File: src/rtl/regfile_pkg.sv
// Shared sizing constants for the 32-entry register file.
package regfile_pkg;

    localparam int REGFILE_DATA_WIDTH = 32;
    localparam int REGFILE_ADDR_WIDTH = 5;
    localparam int REGFILE_NUM_REGS   = 32;

    typedef logic [REGFILE_ADDR_WIDTH-1:0] reg_idx_t;
    typedef logic [REGFILE_DATA_WIDTH-1:0] reg_data_t;

endpackage

File: src/rtl/mux_32.sv
// 32-to-1 read multiplexer used for each register-file read port.
module mux_32 #(
    parameter int WIDTH = 32
) (
    input  logic [WIDTH-1:0] i_data [32],
    input  logic [4:0]       i_sel,
    output logic [WIDTH-1:0] o_data
);

    assign o_data = i_data[i_sel];

endmodule

File: src/rtl/register_32.sv
// One storage register: WIDTH flops with load enable and async active-low clear.
module register_32 #(
    parameter int WIDTH = 32
) (
    input  logic             i_clk,
    input  logic             i_rst_n,
    input  logic             i_en,
    input  logic [WIDTH-1:0] i_d,
    output logic [WIDTH-1:0] o_q
);

    logic [WIDTH-1:0] r_q;

    // Storage flops; clear wins over any load.
    always_ff @(posedge i_clk or negedge i_rst_n) begin
        if (!i_rst_n) begin
            r_q <= '0;
        end else if (i_en) begin
            r_q <= i_d;
        end else begin
            r_q <= r_q;
        end
    end

    assign o_q = r_q;

endmodule

File: src/rtl/regfile.sv
// 32 x DATA_WIDTH register file, r0 hardwired to zero, two async read ports.
// Define REGFILE_BYPASS_EN to forward same-cycle write data onto matching read ports.
module regfile
    import regfile_pkg::*;
#(
    parameter int DATA_WIDTH = REGFILE_DATA_WIDTH,
    parameter int ADDR_WIDTH = REGFILE_ADDR_WIDTH
) (
    input  logic                  clock,
    input  logic                  ctrl_reset_n,
    input  logic                  ctrl_writeEnable,
    input  logic [ADDR_WIDTH-1:0] ctrl_writeReg,
    input  logic [DATA_WIDTH-1:0] data_writeReg,
    input  logic [ADDR_WIDTH-1:0] ctrl_readRegA,
    input  logic [ADDR_WIDTH-1:0] ctrl_readRegB,
    output logic [DATA_WIDTH-1:0] data_readRegA,
    output logic [DATA_WIDTH-1:0] data_readRegB
);

    localparam int NUM_REGS = 2 ** ADDR_WIDTH;

    logic [DATA_WIDTH-1:0] w_regs [NUM_REGS];
    logic [NUM_REGS-1:1]   w_wr_en;
    logic [DATA_WIDTH-1:0] w_mux_a;
    logic [DATA_WIDTH-1:0] w_mux_b;

    // One-hot write decoder gated by the write enable; index 0 has no storage.
    always_comb begin
        w_wr_en = '0;
        for (int i = 1; i < NUM_REGS; i++) begin
            w_wr_en[i] = ctrl_writeEnable && (ctrl_writeReg == ADDR_WIDTH'(i));
        end
    end

    assign w_regs[0] = '0;

    genvar gi;
    for (gi = 1; gi < NUM_REGS; gi++) begin : g_reg
        register_32 #(.WIDTH(DATA_WIDTH)) u_reg (
            .i_clk   (clock),
            .i_rst_n (ctrl_reset_n),
            .i_en    (w_wr_en[gi]),
            .i_d     (data_writeReg),
            .o_q     (w_regs[gi])
        );
    end

    mux_32 #(.WIDTH(DATA_WIDTH)) u_mux_a (
        .i_data (w_regs),
        .i_sel  (ctrl_readRegA),
        .o_data (w_mux_a)
    );

    mux_32 #(.WIDTH(DATA_WIDTH)) u_mux_b (
        .i_data (w_regs),
        .i_sel  (ctrl_readRegB),
        .o_data (w_mux_b)
    );

`ifdef REGFILE_BYPASS_EN
    logic w_byp_a;
    logic w_byp_b;

    assign w_byp_a = ctrl_reset_n && ctrl_writeEnable && (ctrl_writeReg != '0)
                     && (ctrl_writeReg == ctrl_readRegA);
    assign w_byp_b = ctrl_reset_n && ctrl_writeEnable && (ctrl_writeReg != '0)
                     && (ctrl_writeReg == ctrl_readRegB);

    // Forward in-flight write data so a same-cycle read sees the new value.
    always_comb begin
        if (w_byp_a) begin
            data_readRegA = data_writeReg;
        end else begin
            data_readRegA = w_mux_a;
        end
        if (w_byp_b) begin
            data_readRegB = data_writeReg;
        end else begin
            data_readRegB = w_mux_b;
        end
    end
`else
    assign data_readRegA = w_mux_a;
    assign data_readRegB = w_mux_b;
`endif

endmodule

File: config.mk
export PLATFORM = sky130hd
export DESIGN_NAME = regfile
export DESIGN_NICKNAME = d
export VERILOG_FILES = /design/src/rtl/regfile_pkg.sv /design/src/rtl/mux_32.sv /design/src/rtl/register_32.sv /design/src/rtl/regfile.sv
export SDC_FILE = /design/constraint.sdc
export NUM_CORES = 2
export LEC_CHECK = 0
export CAP_MARGIN = 20
export CORE_AREA = 8 8 300 302
export DETAILED_ROUTE_END_ITERATION = 12
export DIE_AREA = 0 0 308 310
export GPL_ROUTABILITY_DRIVEN = 1
export PLACE_DENSITY = 0.8
export SLEW_MARGIN = 5
export SYNTH_ARGS = -nofsm -noshare
export SYNTH_HDL_FRONTEND = slang
export SYNTH_SLANG_ARGS = --single-unit
export TNS_END_PERCENT = 50
File: constraint.sdc
create_clock -name clock -period 4.1 [get_ports clock]
set_input_delay 1.025 -clock clock [delete_from_list [all_inputs] [get_ports clock]]
set_output_delay 1.025 -clock clock [all_outputs]
set_load 0.005 [all_outputs]
### Yosys cells after proc, flatten, opt, wreduce, memory -nomap -nowiden

Cells that the tools add are included.
W data, S select, Z words.

| operators by class | value |
|---|---|
| order comparisons | 2 |
| equal/unequal tests | 31 |
| multiplexer cells | 6 |
| bitwise logic cells | 2 |
| reduce and logical (&&, ||, !) cells | 31 |

Operator list:

| cell | count |
|---|---|
| $bmux W32 S5 | 2 |
| $mux W32 | 4 |
| $eq A5 B5 Y1 const B | 16 |
| $eq A5 B4 Y1 const B | 8 |
| $logic_and A1 B1 Y1 | 31 |
| $eq A5 B3 Y1 const B | 4 |
| $ge A6 B6 Y1 const B | 2 |
| $not A5 Y6 | 2 |
| $eq A5 B2 Y1 const B | 2 |
| $eq A5 B1 Y1 const B | 1 |

| storage, ports and cells | value |
|---|---|
| register bits | 992 |
| output and inout bits | 64 |
| logic and storage cells | 103 |

### Longest topological paths before layout

| depth | value |
|---|---|
| depth in word-level cells | 4 |
| gate-level depth with buffers | 9 |
| depth with buffers taken out | 4 |

### Cells and area by module

From an unflattened synthesis, not the netlist that was laid out.

| unflattened totals | value |
|---|---|
| cells, all modules | 4471 |
| area total of the unflattened synthesis | 59701.0 µm² |

Modules (own cells, without submodules):

| module | times used | cells an instance | area each (µm²) | sequential area each (µm²) |
|---|---|---|---|---|
| register_32 | 31 | 68 | 1345.0 | 800.8 |
| mux_32 | 2 | 1158 | 8887.3 | 0.0 |
| regfile | 1 | 47 | 230.2 | 0.0 |

### Worst setup path before layout

Ideal clock, no wire load.

| timing path | value |
|---|---|
| path type | input port to output port |
| start | in ctrl_readRegA[0] |
| end | out data_readRegA[10] |
| arrival time | 2.508 ns |
| path slack | 0.567 ns |
| stages | 7 |
| buffers on the path | 3 |
| path through | buf_4 > buf_6 > buf_2 > mux4_2 > a22o_1 > o21ai_1 > o31ai_1 |

| on the way | value |
|---|---|
| word-level cells in the longest chain between the ends | 4 |

Ends and longest elaborated chain:

| item | RTL line | RTL |
|---|---|---|
| start: declaration | regfile.sv:14 | `input logic [ADDR_WIDTH-1:0] ctrl_readRegA,` |
| $not A5 Y6 (implied by the code) | mux_32.sv:10 | `assign o_data = i_data[i_sel];` |
| $bmux W32 S5 | mux_32.sv:10 |  |
| $mux W32 (implied by the code) (2 in a row) | mux_32.sv:10 |  |
| end: declaration | regfile.sv:16 | `output logic [DATA_WIDTH-1:0] data_readRegA,` |

No other way between the ends. The select of a mux whose other input is x is not followed.

### Worst setup path in the final report

| timing path | value |
|---|---|
| start | in ctrl_readRegB[2] |
| end | out data_readRegB[17] |

| on the way | value |
|---|---|
| word-level cells in the longest chain between the ends | 4 |

Ends and longest elaborated chain:

| item | RTL line | RTL |
|---|---|---|
| start: declaration | regfile.sv:15 | `input logic [ADDR_WIDTH-1:0] ctrl_readRegB,` |
| $not A5 Y6 (implied by the code) | mux_32.sv:10 |  |
| $bmux W32 S5 | mux_32.sv:10 |  |
| $mux W32 (implied by the code) (2 in a row) | mux_32.sv:10 |  |
| end: declaration | regfile.sv:17 | `output logic [DATA_WIDTH-1:0] data_readRegB` |

No other way between the ends. The select of a mux whose other input is x is not followed.

==> results.md <==
| Group | Metric | Reported |
|:---|:---|:---|
| detailed routing | # DRC | 0 |
| worst setup path | Category of the worst setup path capture point | primary output |
| grt | Vias in the first global route | 39.7k |
| logic synthesis | Gate count after technology mapping | 3605 |
| worst setup path | Worst-case reg-to-reg path depth | 1 |
| logic synthesis | Part of the Yosys area used for sequential elements | 0.466 |
| timing | Highest attainable clock frequency | 235 MHz |
| pwr | Combinational fraction of design power | 0.231 |
| final layout | Total of fill cells in the finished design | 4985 |
| logic synthesis | Flops & latches, synth | 992 |
| die | CORE AREA | 0.0857 sq mm |
| detailed routing | Detailed-route wire length per cell | 34.1 microns |
| timing | Final setup slack of the worst path | -0.152 ns |
| worst setup path | Worst endpoint required time | 3.07 ns |
| pwr | Peak VDD IR | 0.369 mV |
| logic synthesis | Post-Synthesis Net Count | 3655 |
| logic synthesis | Yosys warning count | 0 |
| worst setup path | Start point of the critical path | ctrl_readRegB[2] |
| pwr | Power spent charging and discharging nets | 8.33 mW |
| final layout | Layout cells sized above 1 | 0.546 |
| cts | Clock tree from TritonCTS | done |
| run | Number of maximum-capacitance constraint violations | 0 |
| timing | Final setup violation count | 8 |
| cts | TritonCTS Buffers | 102 |
| final layout | Leading cell type in the layout, fill and taps excluded | sky130_fd_sc_hd__mux2_2 |
| timing | Min cycle time layout | 4.25 ns |
| final layout | FF/Latch Area | 0.0248 sq mm |
| worst setup path | Worst path arrival time | 3.23 ns |
| detailed routing | DR vias | 37.2k |
| grt | Maximum number of pins on one net before global-route repair | 122 |
| die | I/O pin cnt | 114 |
| final layout | Number of nets in the final layout | 3883 |
| worst setup path | Endpoint of the most critical setup path | data_readRegB[17] |
| die | Cell row count | 108 |
| die | Die X-Extent | 308 microns |
| cts | Clk pin slew, worst setup/hold paths | 0.06 ns |
| detailed routing | Residual antenna-violating net count after detailed routing | 0 |
| logic synthesis | Average footprint of a synthesized cell | 14.8 sq um |
| timing | Final clock period utilization by the worst path | 1.04 |
| cts | CTS H-tree lvls | 3 |
| final layout | Number of flip-flops under the largest register name | 992 |
| pwr | P per Cell Area | 472 mW/mm^2 |
| logic synthesis | Count of unique library cells instantiated by Yosys | 30 |
| final layout | Post-route cell area | 0.0635 sq mm |
| worst setup path | Slack of the worst reg-to-reg path | 3.22 ns |
| cts | Root buf cell | sky130_fd_sc_hd__clkbuf_16 |
| pwr | Clock group share of total power | 0.328 |
| pwr | Internal power component | 21.6 mW |
| logic synthesis | Total standard cell area after synthesis | 0.0533 sq mm |
| grt | Wire length of the first global-routing pass | 256000 microns |
| die | Effective utilization at floorplan | 0.622 |
| outcome | Status | finished, violations left |
| worst setup path | Crit start category | primary input |
| timing | RSZ-0062 raised after global routing | true |
| timing | Max Slew Vio Count | 0 |
| worst setup path | Beginning of the worst register-to-register path | g_reg[17].u_reg.o_q[14] |
| cts | Skew-Pair Late Insertion Delay | 0.68 ns |
| detailed routing | 1st-pass router iterations | 6 |
| place | Placement-stage cell area | 0.0580 sq mm |
| die | Die Y-Extent | 310 microns |
| pwr | Leakage | 28.2 nW |
| grt | Sum of overflow across all layers after global routing | 0 |
| grt | Number of antenna violations at the first check in global routing | 9 |
| cts | Clock buffer depth | 3 |
| detailed routing | Detailed router's first-iteration violation count | 3814 |
| final layout | Final cell utilization of the core | 0.741 |
| final layout | Multi-input logic area | 0.0272 sq mm |
| timing | Transition time of the tightest slew-check pin | 1.16 ns |
| cts | Sink count of the clock tree | 992 |
| worst setup path | Critical path class | in2out |
| pwr | Switching portion of total power | 0.278 |
| worst hold path | Type of the tightest min-delay check | in2async |
| grt | GRT Overall Usage | 0.358 |
| outcome | Failing checks | negative setup slack |
| place | Port-buffer cells | 113 |
| detailed routing | Detailed-route wire length | 173000 microns |
| place | Gpl congestion | 0.886 |
| worst setup path | End of the worst register-to-register path | g_reg[17].u_reg.o_q[14] |
| final layout | Signed area change from the synthesized netlist to the final layout | 19.2% |
| timing | Total count of hold-check failures in the final report | 0 |
| timing | Worst Clk Skew | 0 ns |
| detailed routing | Via-to-Cell Ratio | 7.33 |
| timing | Slew headroom | 0.223 |
| worst setup path | Maximum fanout count along the critical path | 13 |
| pwr | Proportion of power drawn by flip-flops and latches | 0.441 |
| die | Die outline area | 0.0955 sq mm |
| place | Hpwl dp | 103000 microns |
| final layout | Most used cells in the layout excluding fill and tap cells | 1035 x sky130_fd_sc_hd__mux2_2, 992 x sky130_fd_sc_hd__dfrtp_1, 384 x sky130_fd_sc_hd__mux4_2 |
## cell families (layout without fill, tap and decap cells)
kind of cell	count (synthesis)	after routing	synth area share
AO/OA/AOI/OAI	448	448	0.0631
other	0	6	0
AND/OR/NAND/NOR	125	125	0.0136
multiplexers	1632	1632	0.422
flip-flops	992	992	0.466
buffers and inverters	408	715	0.0357
## power by group through the flow
stage | Sequential, mW | Clock (mW) | Combinational (mW)
final | 13.2 | 9.81 | 6.92
after global routing | 13.4 | 10.3 | 7.26
after CTS | 13.1 | 9.84 | 6.71
after detailed placement | 13.3 | 0 | 6.49
after global placement | 13.0 | 0 | 6.20
after floorplan | 12.7 | 0 | 4.60
## per-stage QoR
stage | setup slack [ns] | instances | TNS [ns] | power [mW] | hold slack, ns
2_1_floorplan | 0.567 | 3605 | 0 | 17.3 | 0.471
3_3_place_gp | -0.453 | 4801 | -12.47 | 19.2 | 0.482
3_5_place_dp | -0.441 | 4801 | -13.50 | 19.8 | 0.501
4_1_cts | -0.149 | 5021 | -1.69 | 29.7 | 0.375
5_1_grt | -0.147 | 5068 | -0.414 | 31.0 | 0.381
6_report | -0.152 | 5073 | -0.427 | 29.9 | 0.363
## repair_timing
action / 4_1_cts / 5_1_grt
gates cloned: 11 / 4
hold buffers: 0 / 0
gates resized for setup: 128 / 75
pin swaps: 14 / 9
setup buffers: 26 / 20
endpoints found under the setup margin: 64 / 40
## critical path: stages
cell and delay (ns):
sky130_fd_sc_hd__clkbuf_8 0.16, sky130_fd_sc_hd__buf_4 0.21, sky130_fd_sc_hd__inv_1 0.26, sky130_fd_sc_hd__buf_4 0.36, sky130_fd_sc_hd__a211oi_1 0.15, sky130_fd_sc_hd__o31ai_2 0.43, sky130_fd_sc_hd__clkdlybuf4s50_1 0.60
## how the worst min path moves through the flow
stage                         endpoint               startpoint  slack (ns)  cells after the start
2_1_floorplan  g_reg[19].u_reg.o_q[25]  g_reg[19].u_reg.o_q[25]        0.47                      1
3_3_place_gp   g_reg[19].u_reg.o_q[26]  g_reg[19].u_reg.o_q[26]        0.48                      1
3_5_place_dp    g_reg[12].u_reg.o_q[4]   g_reg[12].u_reg.o_q[4]        0.50                      1
4_1_cts         g_reg[8].u_reg.o_q[23]             ctrl_reset_n        0.37                      1
5_1_grt         g_reg[8].u_reg.o_q[23]             ctrl_reset_n        0.38                      1
6_report        g_reg[8].u_reg.o_q[23]             ctrl_reset_n        0.36                      1
## Yosys cell counts
master / instances / area (sq um)
sky130_fd_sc_hd__a211oi_1: 64 / 480
sky130_fd_sc_hd__buf_2: 144 / 721
sky130_fd_sc_hd__nor3_1: 3 / 15.0
sky130_fd_sc_hd__buf_1: 8 / 30.0
sky130_fd_sc_hd__nor3b_2: 1 / 12.5
sky130_fd_sc_hd__a22o_1: 192 / 1680
sky130_fd_sc_hd__dfrtp_1: 992 / 24800
sky130_fd_sc_hd__o31ai_1: 64 / 480
sky130_fd_sc_hd__clkbuf_2: 1 / 5.00
sky130_fd_sc_hd__mux2_1: 21 / 236
sky130_fd_sc_hd__mux2_2: 1035 / 11700
sky130_fd_sc_hd__nor4_2: 1 / 12.5
sky130_fd_sc_hd__mux4_2: 384 / 8650
sky130_fd_sc_hd__o21ai_1: 64 / 320
sky130_fd_sc_hd__buf_6: 14 / 158
sky130_fd_sc_hd__mux2i_1: 192 / 1920
sky130_fd_sc_hd__nand4_1: 1 / 6.26
sky130_fd_sc_hd__buf_4: 23 / 173
sky130_fd_sc_hd__nand3_1: 1 / 5.00
sky130_fd_sc_hd__and2_1: 66 / 413
sky130_fd_sc_hd__inv_1: 2 / 7.51
sky130_fd_sc_hd__nor3b_1: 1 / 7.51
sky130_fd_sc_hd__nor2_1: 15 / 56.3
sky130_fd_sc_hd__nor2b_1: 10 / 62.6
sky130_fd_sc_hd__nand4b_1: 3 / 26.3
sky130_fd_sc_hd__clkbuf_1: 216 / 811
sky130_fd_sc_hd__o22ai_1: 64 / 400
sky130_fd_sc_hd__nand2b_1: 5 / 31.3
sky130_fd_sc_hd__nand2_1: 15 / 56.3
sky130_fd_sc_hd__or3_1: 3 / 18.8
## routing by layer
metal	GRT usage	vias up	part of all wire
met2	0.540	2574	0.45
met4	0.185	8	0.057
met5	0	-	0.00030
met3	0.118	693	0.13
met1	0.466	19400	0.36
li1	-	14500	-
## area by class of cell
class                   count  share of cell area
multi-input cells        2205               0.429
well taps                1155              0.0228
diodes                      6            0.000237
repair buffers            530               0.102
clock buffers             144              0.0468
flip-flops and latches    992               0.391
inverters                   2            0.000118
clock inverters            39             0.00830
(Power assumes the default switching activity.)
